[src/rtl/move_controller.sv]
`default_nettype none
// +------------------------------------------------------------------------+
// | move_controller: turn/move sequencer for a 3x3 three-in-a-row board.   |
// | Rev 1.0 - initial release                                              |
// +------------------------------------------------------------------------+
module move_controller #(
  parameter logic FIRST_PLAYER = 1'b0,
  parameter logic ILL_ON_OVER  = 1'b1
) (
  input  logic       clk,
  input  logic       reset,
  input  logic       move_valid,
  input  logic [3:0] move_sel,
  input  logic [1:0] pos1,
  input  logic [1:0] pos2,
  input  logic [1:0] pos3,
  input  logic [1:0] pos4,
  input  logic [1:0] pos5,
  input  logic [1:0] pos6,
  input  logic [1:0] pos7,
  input  logic [1:0] pos8,
  input  logic [1:0] pos9,
  output logic [8:0] P1_en,
  output logic [8:0] P2_en,
  output logic       ill_move,
  output logic       turn,
  output logic       game_over,
  output logic [1:0] winner,
  output logic [3:0] move_count
);

  localparam logic [1:0] S_TURN  = 2'd0;
  localparam logic [1:0] S_WRITE = 2'd1;
  localparam logic [1:0] S_EVAL  = 2'd2;
  localparam logic [1:0] S_OVER  = 2'd3;

  logic [1:0] state_q, state_d;
  logic [8:0] p1_en_q, p1_en_d;
  logic [8:0] p2_en_q, p2_en_d;
  logic       ill_move_q, ill_move_d;
  logic       turn_q, turn_d;
  logic       game_over_q, game_over_d;
  logic [1:0] winner_q, winner_d;
  logic [3:0] move_count_q, move_count_d;

  logic [8:0][1:0] board;
  logic [1:0]      sel_cell;
  logic            sel_in_range;
  logic            move_legal;
  logic [8:0]      sel_onehot;
  logic [1:0]      win_code;

  assign board = {pos9, pos8, pos7, pos6, pos5, pos4, pos3, pos2, pos1};

  function automatic logic [1:0] line_owner(input logic [1:0] a, input logic [1:0] b,
                                            input logic [1:0] c);
    return ((a != 2'b00) && (a == b) && (b == c)) ? a : 2'b00;
  endfunction

  always_comb begin
    sel_cell = 2'b00;
    for (int k = 0; k < 9; k++) begin
      if (move_sel == 4'(k + 1)) sel_cell = board[k];
    end
  end

  assign sel_in_range = (move_sel >= 4'd1) && (move_sel <= 4'd9);
  assign move_legal   = move_valid && sel_in_range && (sel_cell == 2'b00);
  assign sel_onehot   = 9'd1 << (move_sel - 4'd1);

  always_comb begin
    win_code = 2'b00;
    win_code = win_code | line_owner(board[0], board[1], board[2]);
    win_code = win_code | line_owner(board[3], board[4], board[5]);
    win_code = win_code | line_owner(board[6], board[7], board[8]);
    win_code = win_code | line_owner(board[0], board[3], board[6]);
    win_code = win_code | line_owner(board[1], board[4], board[7]);
    win_code = win_code | line_owner(board[2], board[5], board[8]);
    win_code = win_code | line_owner(board[0], board[4], board[8]);
    win_code = win_code | line_owner(board[2], board[4], board[6]);
  end

  always_ff @(posedge clk) begin
    if (reset) begin
      state_q      <= S_TURN;
      p1_en_q      <= '0;
      p2_en_q      <= '0;
      ill_move_q   <= 1'b0;
      turn_q       <= FIRST_PLAYER;
      game_over_q  <= 1'b0;
      winner_q     <= 2'b00;
      move_count_q <= 4'd0;
    end else begin
      state_q      <= state_d;
      p1_en_q      <= p1_en_d;
      p2_en_q      <= p2_en_d;
      ill_move_q   <= ill_move_d;
      turn_q       <= turn_d;
      game_over_q  <= game_over_d;
      winner_q     <= winner_d;
      move_count_q <= move_count_d;
    end
  end

  always_comb begin
    state_d = state_q;
    case (state_q)
      S_TURN:  if (move_legal) state_d = S_WRITE;
      S_WRITE: state_d = S_EVAL;
      S_EVAL:  if ((win_code != 2'b00) || (move_count_q == 4'd9)) state_d = S_OVER;
               else state_d = S_TURN;
      default: state_d = S_OVER;
    endcase
  end

  // Enables and ill_move default low so each is a single-cycle pulse.
  always_comb begin
    p1_en_d      = '0;
    p2_en_d      = '0;
    ill_move_d   = 1'b0;
    turn_d       = turn_q;
    game_over_d  = game_over_q;
    winner_d     = winner_q;
    move_count_d = move_count_q;
    case (state_q)
      S_TURN: begin
        if (move_legal) begin
          if (turn_q) p2_en_d = sel_onehot;
          else        p1_en_d = sel_onehot;
          move_count_d = move_count_q + 4'd1;
        end else if (move_valid) begin
          ill_move_d = 1'b1;
        end
      end
      S_EVAL: begin
        if (win_code != 2'b00) begin
          game_over_d = 1'b1;
          winner_d    = win_code;
        end else if (move_count_q == 4'd9) begin
          game_over_d = 1'b1;
          winner_d    = 2'b11;
        end else begin
          turn_d = ~turn_q;
        end
      end
      S_OVER: ill_move_d = move_valid && ILL_ON_OVER;
      default: ;
    endcase
  end

  assign P1_en      = p1_en_q;
  assign P2_en      = p2_en_q;
  assign ill_move   = ill_move_q;
  assign turn       = turn_q;
  assign game_over  = game_over_q;
  assign winner     = winner_q;
  assign move_count = move_count_q;

endmodule
`default_nettype wire

[config.mk]
export PLATFORM = sky130hd
export DESIGN_NAME = move_controller
export DESIGN_NICKNAME = d
export VERILOG_FILES = /design/src/rtl/move_controller.sv
export SDC_FILE = /design/constraint.sdc
export NUM_CORES = 1
export LEC_CHECK = 0
export ABC_AREA = 1
export ABC_CLOCK_PERIOD_IN_PS = 4100
export CAP_MARGIN = 0
export CORE_MARGIN = 2
export CORE_UTILIZATION = 44
export CTS_BUF_LIST = sky130_fd_sc_hd__clkbuf_4
export CTS_CLUSTER_DIAMETER = 120
export DETAILED_ROUTE_END_ITERATION = 8
export PLACE_DENSITY_LB_ADDON = 0.12
export SLEW_MARGIN = 15
export SYNTH_ARGS = -nofsm -noshare
export SYNTH_HDL_FRONTEND = slang
export SYNTH_SLANG_ARGS = --single-unit
[constraint.sdc]
create_clock -name clk -period 4.1 [get_ports clk]
set_input_delay 0.615 -clock clk [delete_from_list [all_inputs] [get_ports clk]]
set_output_delay 0.615 -clock clk [all_outputs]
set_load 0.01 [all_outputs]
==> results of run 1 <==
[synthesized netlist by cell type]
library cell	n
nand3_2	2
nand3_1	35
nand4_4	2
a21boi_2	1
a21oi_1	8
and3_1	1
nand4_1	5
nand2_2	3
inv_1	33
dfxtp_1	29
nor2_1	41
nand2_8	1
o21ai_1	6
nor3_1	1
ha_1	6
xor2_1	2
inv_2	11
nor3_2	9
buf_1	1
o21ai_0	3
clkbuf_1	2
nand2_1	72
nor2_4	1
nand2_4	1
o31ai_1	1
nor2_2	3
buf_2	2
a31oi_1	1
[through the flow]
step	worst slack, ps	cells	area (um2)	hold slack, ps	power [mW]
CTS	1750	387	2450	475	0.816
global placement	1560	379	2400	444	0.646
finish	1780	387	2450	470	0.810
detailed placement	1550	379	2400	444	0.651
floorplan	2280	283	1840	494	0.548
global route	1670	387	2450	498	0.872
[kinds of logic after synthesis]
family	count (synthesis)	synth area share, %
XOR/XNOR	2	0.950
buffers and inverters	49	10.1
AO/OA/AOI/OAI	20	5.97
flip-flops	29	31.5
AND/OR/NAND/NOR	177	47.4
adder cells (fa/ha/maj)	6	4.07
[routing by layer]
layer	vias up	wire (um)	global-route usage, %
li1	1009	-	-
met1	826	2060	26.7
met2	65	2020	33.2
met3	6	263	5.19
met4	0	65	8.82
met5	-	0	0
[layout by cell type (no fill, tap or decap), types with 2 or more instances in the layout]
master	instances
ha_1	6
nand4_4	2
o21ai_1	6
nand3_1	35
inv_1	33
nand4_1	5
a21oi_1	8
nand2_2	3
nor2_1	41
nand2_1	72
o21ai_0	3
nor3_2	9
clkbuf_4	5
nor2_2	3
xor2_1	2
nand3_2	2
clkinv_1	2
dfxtp_1	29
inv_2	11
clkdlybuf4s50_1	51
[cell type report]
cell class / count / share of cell area, %
Clock buffer: 5 / 1.53
Sequential cell: 29 / 23.7
Inverter: 44 / 6.75
Timing Repair Buffer: 51 / 20.9
Multi-Input combinational cell: 205 / 44.0
Tap cell: 50 / 2.56
Clock inverter: 3 / 0.512
[registers in the layout (all words and copies together) (netlist names)]
register    flops
P1_en           9
P2_en           9
move_count      4
state_q         2
winner          2
game_over       1
ill_move        1
turn            1
[worst max path at each step]
stage / to / slack (ps) / depth (start not counted)
finish: turn / 1780 / 1
global route: P1_en[2]$_SDFF_PP0_ / 1670 / 13
CTS: turn / 1750 / 1
detailed placement: P1_en[3]$_SDFF_PP0_ / 1550 / 13
global placement: P2_en[4]$_SDFF_PP0_ / 1560 / 13
floorplan: game_over$_SDFFE_PP0P_ / 2280 / 14
[power by group through the flow]
stage / clock network [mW] / registers, mW / logic, mW
2_1_floorplan: 0 / 0.338 / 0.211
3_5_place_dp: 0 / 0.342 / 0.309
6_report: 0.163 / 0.336 / 0.311
3_3_place_gp: 0 / 0.343 / 0.303
5_1_grt: 0.180 / 0.341 / 0.351
4_1_cts: 0.169 / 0.337 / 0.311
==> results.txt, run 1 <==
----------------------------------------------------
[Status]
  Status ... finished clean

[Drt]
  Average routed wire per standard cell ... 11.4 um
  Wire length reported by the detailed router ... about 4400 um
  Via total after detailed routing ... 1906
  First-pass iteration count of the detailed router ... 4
  Number of vias per cell ... slightly below 5
  Count of unresolved DRC violations after routing ... 0
  Detailed router's first-iteration violation count ... around 120
  Number of nets with antenna violations after detailed routing ... 0

[Worst setup path]
  CP max-delay cell ... dfxtp_1
  Crit-path leading delay family ... flip-flops
  Crit Path Category ... flop to output port
  Register-to-register path setup slack ... between 2000 and 3000 ps
  Delay contributed by the slowest stage of the critical path ... about 700 ps
  Start of the worst register-to-register path ... state_q[0]$_SDFFE_PP0P_
  Cell Chain, Critical Path ... clkdlybuf4s50_1
  Sum of buffers and inverters on the critical path ... 1
  Kind of start point of the critical path ... flop
  Worst setup path startpoint ... turn$_SDFFE_PP0P_
  Endpoint of the worst-slack reg-to-reg timing path ... P1_en[3]$_SDFF_PP0_
  Endpoint type of the worst setup path ... output port
  Maximum fanout count along the critical path ... 12
  Path depth of the worst reg2reg path ... 4
  Signal arrival time at the worst endpoint ... approximately 1700 ps
  Data required, critical path ... 3480 ps

[Synthesis]
  Count of unique library cells instantiated by Yosys ... 28
  Biggest area consumer among synthesized cells ... dfxtp_1
  Synthesized netlist net count ... 314
  Average size of a mapped cell ... between 6 and 7 um2
  Top post-synthesis cells by area ... dfxtp_1 31%, nand2_1 15%, nand3_1 9.5%
  Share of the synthesized area in the top cell type ... between 30% and 40%
  Count of synthesis-stage warnings from yosys ... 0
  Combined area of all synthesized cells ... roughly 1800 um2
  Flip-flop and latch count after synthesis ... 29
  Number of cells produced by synthesis ... 283
  Sequential element share of the synthesized area ... a little under a third

[STA]
  Setup repair after global routing missed its margin ... false
  Remaining max-slew budget at the tightest pin ... between 50% and 60%
  Final Slew Violations ... 0
  F_max ... ~430 MHz
  Finish-stage setup viols ... 0
  Setup Total Neg Slack ... 0 ps
  Final worst-path cycle share ... about 57%
  Shortest clock period the worst path allows after layout ... between 2000 and 2500 ps
  Final clock skew ... approximately 11 ps
  Transition time of the tightest slew-check pin ... 602 ps
  Number of hold-slack violations in the final timing report ... 0

[Clock network]
  # H-tree levels ... 2
  Number of resized instances in the post-cts repair step ... 0
  Reg clk slew, reported paths ... 90 ps
  TritonCTS clock tree ... built
  Clock root buffer master ... clkbuf_4
  Clk Latency, worst-skew pair ... 340 ps
  Buffers inserted by post-CTS timing repair ... 0
  Maximum buffer depth of the clock tree ... 2
  Number of clock sinks ... 29
  Num CTS Buffers ... 5
  Hold_buf cts ... 0

[Final layout]
  Storage cell area ... roughly 580 um2
  Fill count ... 389
  Count of antenna diodes in the layout ... 0
  Area taken by multi-input logic gates ... roughly 1100 um2
  Layout Area Growth over Synthesis ... 32.6%
  Post-layout util ... between 60% and 70%
  Ratio of cells with drive above 1 in the final layout ... 11.9%
  Total Nets Final ... approximately 370

[Global routing]
  Maximum number of pins on one net before global-route repair ... 13
  Wire length of the first global-routing pass ... roughly 7300 um
  Total congestion overflow ... 0
  Total GRT Usage ... 20.8%
  Initial antenna violation count ... 0
  Vias in the first global route ... about 1600

[Placement]
  Final GP Congestion ... approximately 0.93
  Final HPWL DP ... roughly 3400 um
  Number of port buffers ... between 50 and 60

[Floorplan]
  Site Rows ... 23
  Initial core utilization ... between 40 and 50%
  Placeable core region ... 4030 um2
  Die extent in y ... around 69 um
  Width of the die ... 68.7 um
  Total I/O pin count ... 52
  Die Area ... ~4700 um2

[Power and ir drop]
  IR drop worst, VDD ... 0.201 mV
  Internal power of the cells ... between 400 and 500 uW
  Share of total power in combinational logic ... 38.3%
  Fraction of power consumed by the clock network ... 20.2%
  Sequential Power Share ... between 40% and 50%
  Areal power density over the cells ... between 300 and 400 nW/um2
  Net switching fraction of the power ... between 30% and 40%
  Static power due to leakage ... 1.12 nW
  Sw Pwr ... 313 uW

[Hold path]
  Worst hold path cell count ... 2
  Worst Hold Endpoint ... game_over$_SDFFE_PP0P_
  Hold path start ... game_over$_SDFFE_PP0P_
  Type of the most critical hold path ... flop to flop

[Job]
  Number of maximum-capacitance violations ... 0

----------------------------------------------------
No activity file was read; power rests on OpenSTA's default activity.
==> inputs of run 2 (changes only) <==
--- a/config.mk
+++ b/config.mk
@@ -6,7 +6,7 @@
 export NUM_CORES = 1
 export LEC_CHECK = 0
 export ABC_AREA = 1
-export ABC_CLOCK_PERIOD_IN_PS = 4100
+export ABC_CLOCK_PERIOD_IN_PS = 2130
 export CAP_MARGIN = 0
 export CORE_MARGIN = 2
 export CORE_UTILIZATION = 44
==> constraint.sdc (replaced) <==
create_clock -name clk -period 2.13 [get_ports clk]
set_input_delay 0.3195 -clock clk [delete_from_list [all_inputs] [get_ports clk]]
set_output_delay 0.3195 -clock clk [all_outputs]
set_load 0.01 [all_outputs]
==> results.txt, run 2 (same netlist as run 1, synthesis figures left out) <==
----------------------------------------------------
[Status]
  Status ... finished clean

[Final layout]
  Most frequent standard cell in the layout excluding fill and tap cells ... nand2_1
  Most frequent cells in the layout ... 72 x nand2_1, 51 x clkdlybuf4s50_1, 41 x nor2_1, 35 x nand3_1, 33 x inv_1
  Count of antenna diodes in the layout ... 0
  Fill count ... between 300 and 400
  Finished Layout Cells ... 407
  Final instance area ... 2600 um2
  Total Nets Final ... between 300 and 400
  Layout Area Growth over Synthesis ... 40.8%
  Ratio of cells with drive above 1 in the final layout ... 16.8%

[Global routing]
  Total congestion overflow ... 0
  Vias in the first global route ... around 1700
  Wire length of the first global-routing pass ... between 7000 and 8000 um
  Initial antenna violation count ... 0
  Total GRT Usage ... between 20% and 30%
  Maximum number of pins on one net before global-route repair ... 12

[Drt]
  Detailed router's first-iteration violation count ... about 120
  Top sig layer ... met4
  Wire length reported by the detailed router ... around 4400 um
  Via total after detailed routing ... around 2000
  Met3 WL post-DR ... 225 um
  Wire length on met2 ... between 2000 and 2500 um
  Count of unresolved DRC violations after routing ... 0
  Number of vias per cell ... between 4 and 5
  First-pass iteration count of the detailed router ... 4
  Number of nets with antenna violations after detailed routing ... 0
  Met1 Wirelength ... about 2000 um
  Average routed wire per standard cell ... 10.8 um

[Clock network]
  Number of resized instances in the post-cts repair step ... 0
  # H-tree levels ... 2
  Reg clk slew, reported paths ... 90 ps
  Buffers inserted by post-CTS timing repair ... 0
  Clk Latency, worst-skew pair ... roughly 330 ps
  Maximum buffer depth of the clock tree ... 2
  Number of clock sinks ... 29
  Clock root buffer master ... clkbuf_4
  Hold_buf cts ... 0
  Num CTS Buffers ... 5
  TritonCTS clock tree ... built

[Floorplan]
  Placeable core region ... 4030 um2
  Die extent in y ... just under 70 um
  Total I/O pin count ... 52
  Site Rows ... 23
  Width of the die ... between 60 and 70 um
  Initial core utilization ... 45.8%
  Die Area ... 4730 um2

[Placement]
  Placement Cell Area ... between 2000 and 3000 um2
  Final HPWL DP ... 3540 um
  Number of port buffers ... 51
  Placed Instances ... roughly 400
  Final GP Congestion ... 0.950

[Power and ir drop]
  Fraction of power consumed by the clock network ... just under 20%
  Areal power density over the cells ... between 600 and 700 nW/um2
  Net switching fraction of the power ... 38.1%
  Sw Pwr ... around 600 uW
  Share of total power in combinational logic ... about two fifths
  Internal power of the cells ... about 980 uW
  Total power of the final layout ... 1.59 mW
  IR drop worst, VDD ... 0.392 mV
  Sequential Power Share ... about 40%
  Static power due to leakage ... 1.21 nW

[STA]
  Number of hold-slack violations in the final timing report ... 0
  Transition time of the tightest slew-check pin ... 482 ps
  Setup Total Neg Slack ... 0 ps
  Final Slew Violations ... 0
  Setup repair after global routing missed its margin ... false
  F_max ... 519 MHz
  Shortest clock period the worst path allows after layout ... 1930 ps
  Final worst-path cycle share ... 90.4%
  Finish-stage setup viols ... 0
  Remaining max-slew budget at the tightest pin ... between 60% and 70%
  Final clock skew ... approximately 3.7 ps

[Worst setup path]
  Kind of start point of the critical path ... primary input
  Delay contributed by the slowest stage of the critical path ... roughly 680 ps
  Crit-path leading delay family ... buffers and inverters
  Signal arrival time at the worst endpoint ... 2160 ps
  Most frequent CP cell ... nand2_1
  CP max-delay cell ... clkdlybuf4s50_1
  Sum of buffers and inverters on the critical path ... 4
  Cell Chain, Critical Path ... clkdlybuf4s50_1 > inv_2 > nand3_1 > nand2_1 > nand2_1 > nand3_1 > nand2_1 > nand2_1 > nor2_1 > nand3_2 > nand2_1 > inv_2 > o21ai_1 > inv_1
  Endpoint type of the worst setup path ... flop
  Crit Path Category ... primary input to flop
  Data required, critical path ... around 2400 ps
  Maximum fanout count along the critical path ... 8

[Job]
  Number of maximum-capacitance violations ... 0

[Hold path]
  Type of the most critical hold path ... flop to flop

----------------------------------------------------
## run 2: cell types whose count changed in the layout (fill, tap and decap cells not counted), sizes merged
cell	before	now
buf	0	20
## run 2: area by class of cell
| type | instances | area, um2 | share of cell area (%) |
|---|---|---|---|
| Clock buffer | 5 | 37.5 | 1.45 |
| Timing Repair Buffer | 71 | 661 | 25.4 |
| Tap cell | 50 | 62.6 | 2.41 |
| Inverter | 44 | 165 | 6.36 |
| Sequential cell | 29 | 581 | 22.4 |
| Multi-Input combinational cell | 205 | 1080 | 41.5 |
| Clock inverter | 3 | 12.5 | 0.482 |
## run 2: per-layer routing
layer / vias up / GRT usage (%)
li1: 1042 / -
met1: 837 / 25.9
met2: 64 / 33.4
met3: 12 / 4.55
met4: 0 / 10.8
met5: - / 0
## run 2: worst register-to-register path, stage by stage (launching register included)
cell and delay, ps:
dfxtp_1 340, inv_1 120, ha_1 480, nand4_4 310, nor3_2 190
## run 2: worst paths after layout
| check | slack, ps | cells after the start | start | to |
|---|---|---|---|---|
| max | 200 | 14 | pos3[1] | winner[0]$_SDFFE_PP0P_ |
| min | 470 | 2 | game_over$_SDFFE_PP0P_ | game_over$_SDFFE_PP0P_ |
| max reg2reg | 610 | 4 | state_q[0]$_SDFFE_PP0P_ | P1_en[2]$_SDFF_PP0_ |
| min reg2reg | 470 | 2 | game_over$_SDFFE_PP0P_ | game_over$_SDFFE_PP0P_ |
## run 2: power groups by stage
stage / registers (mW) / logic, mW / clock network [mW]
floorplan: 0.650 / 0.405 / 0
global placement: 0.640 / 0.635 / 0
detailed placement: 0.640 / 0.645 / 0
CTS: 0.628 / 0.651 / 0.314
global route: 0.634 / 0.728 / 0.339
finish: 0.627 / 0.650 / 0.308
## run 2: metrics by stage
step | setup WS, ps | utilization [%] | hold slack [ps]
floorplan | 608 | - | 445
global placement | -106 | 63.2 | 451
detailed placement | -145 | 63.2 | 447
CTS | 201 | 64.4 | 474
global route | 21.5 | 64.4 | 504
finish | 204 | 64.4 | 470
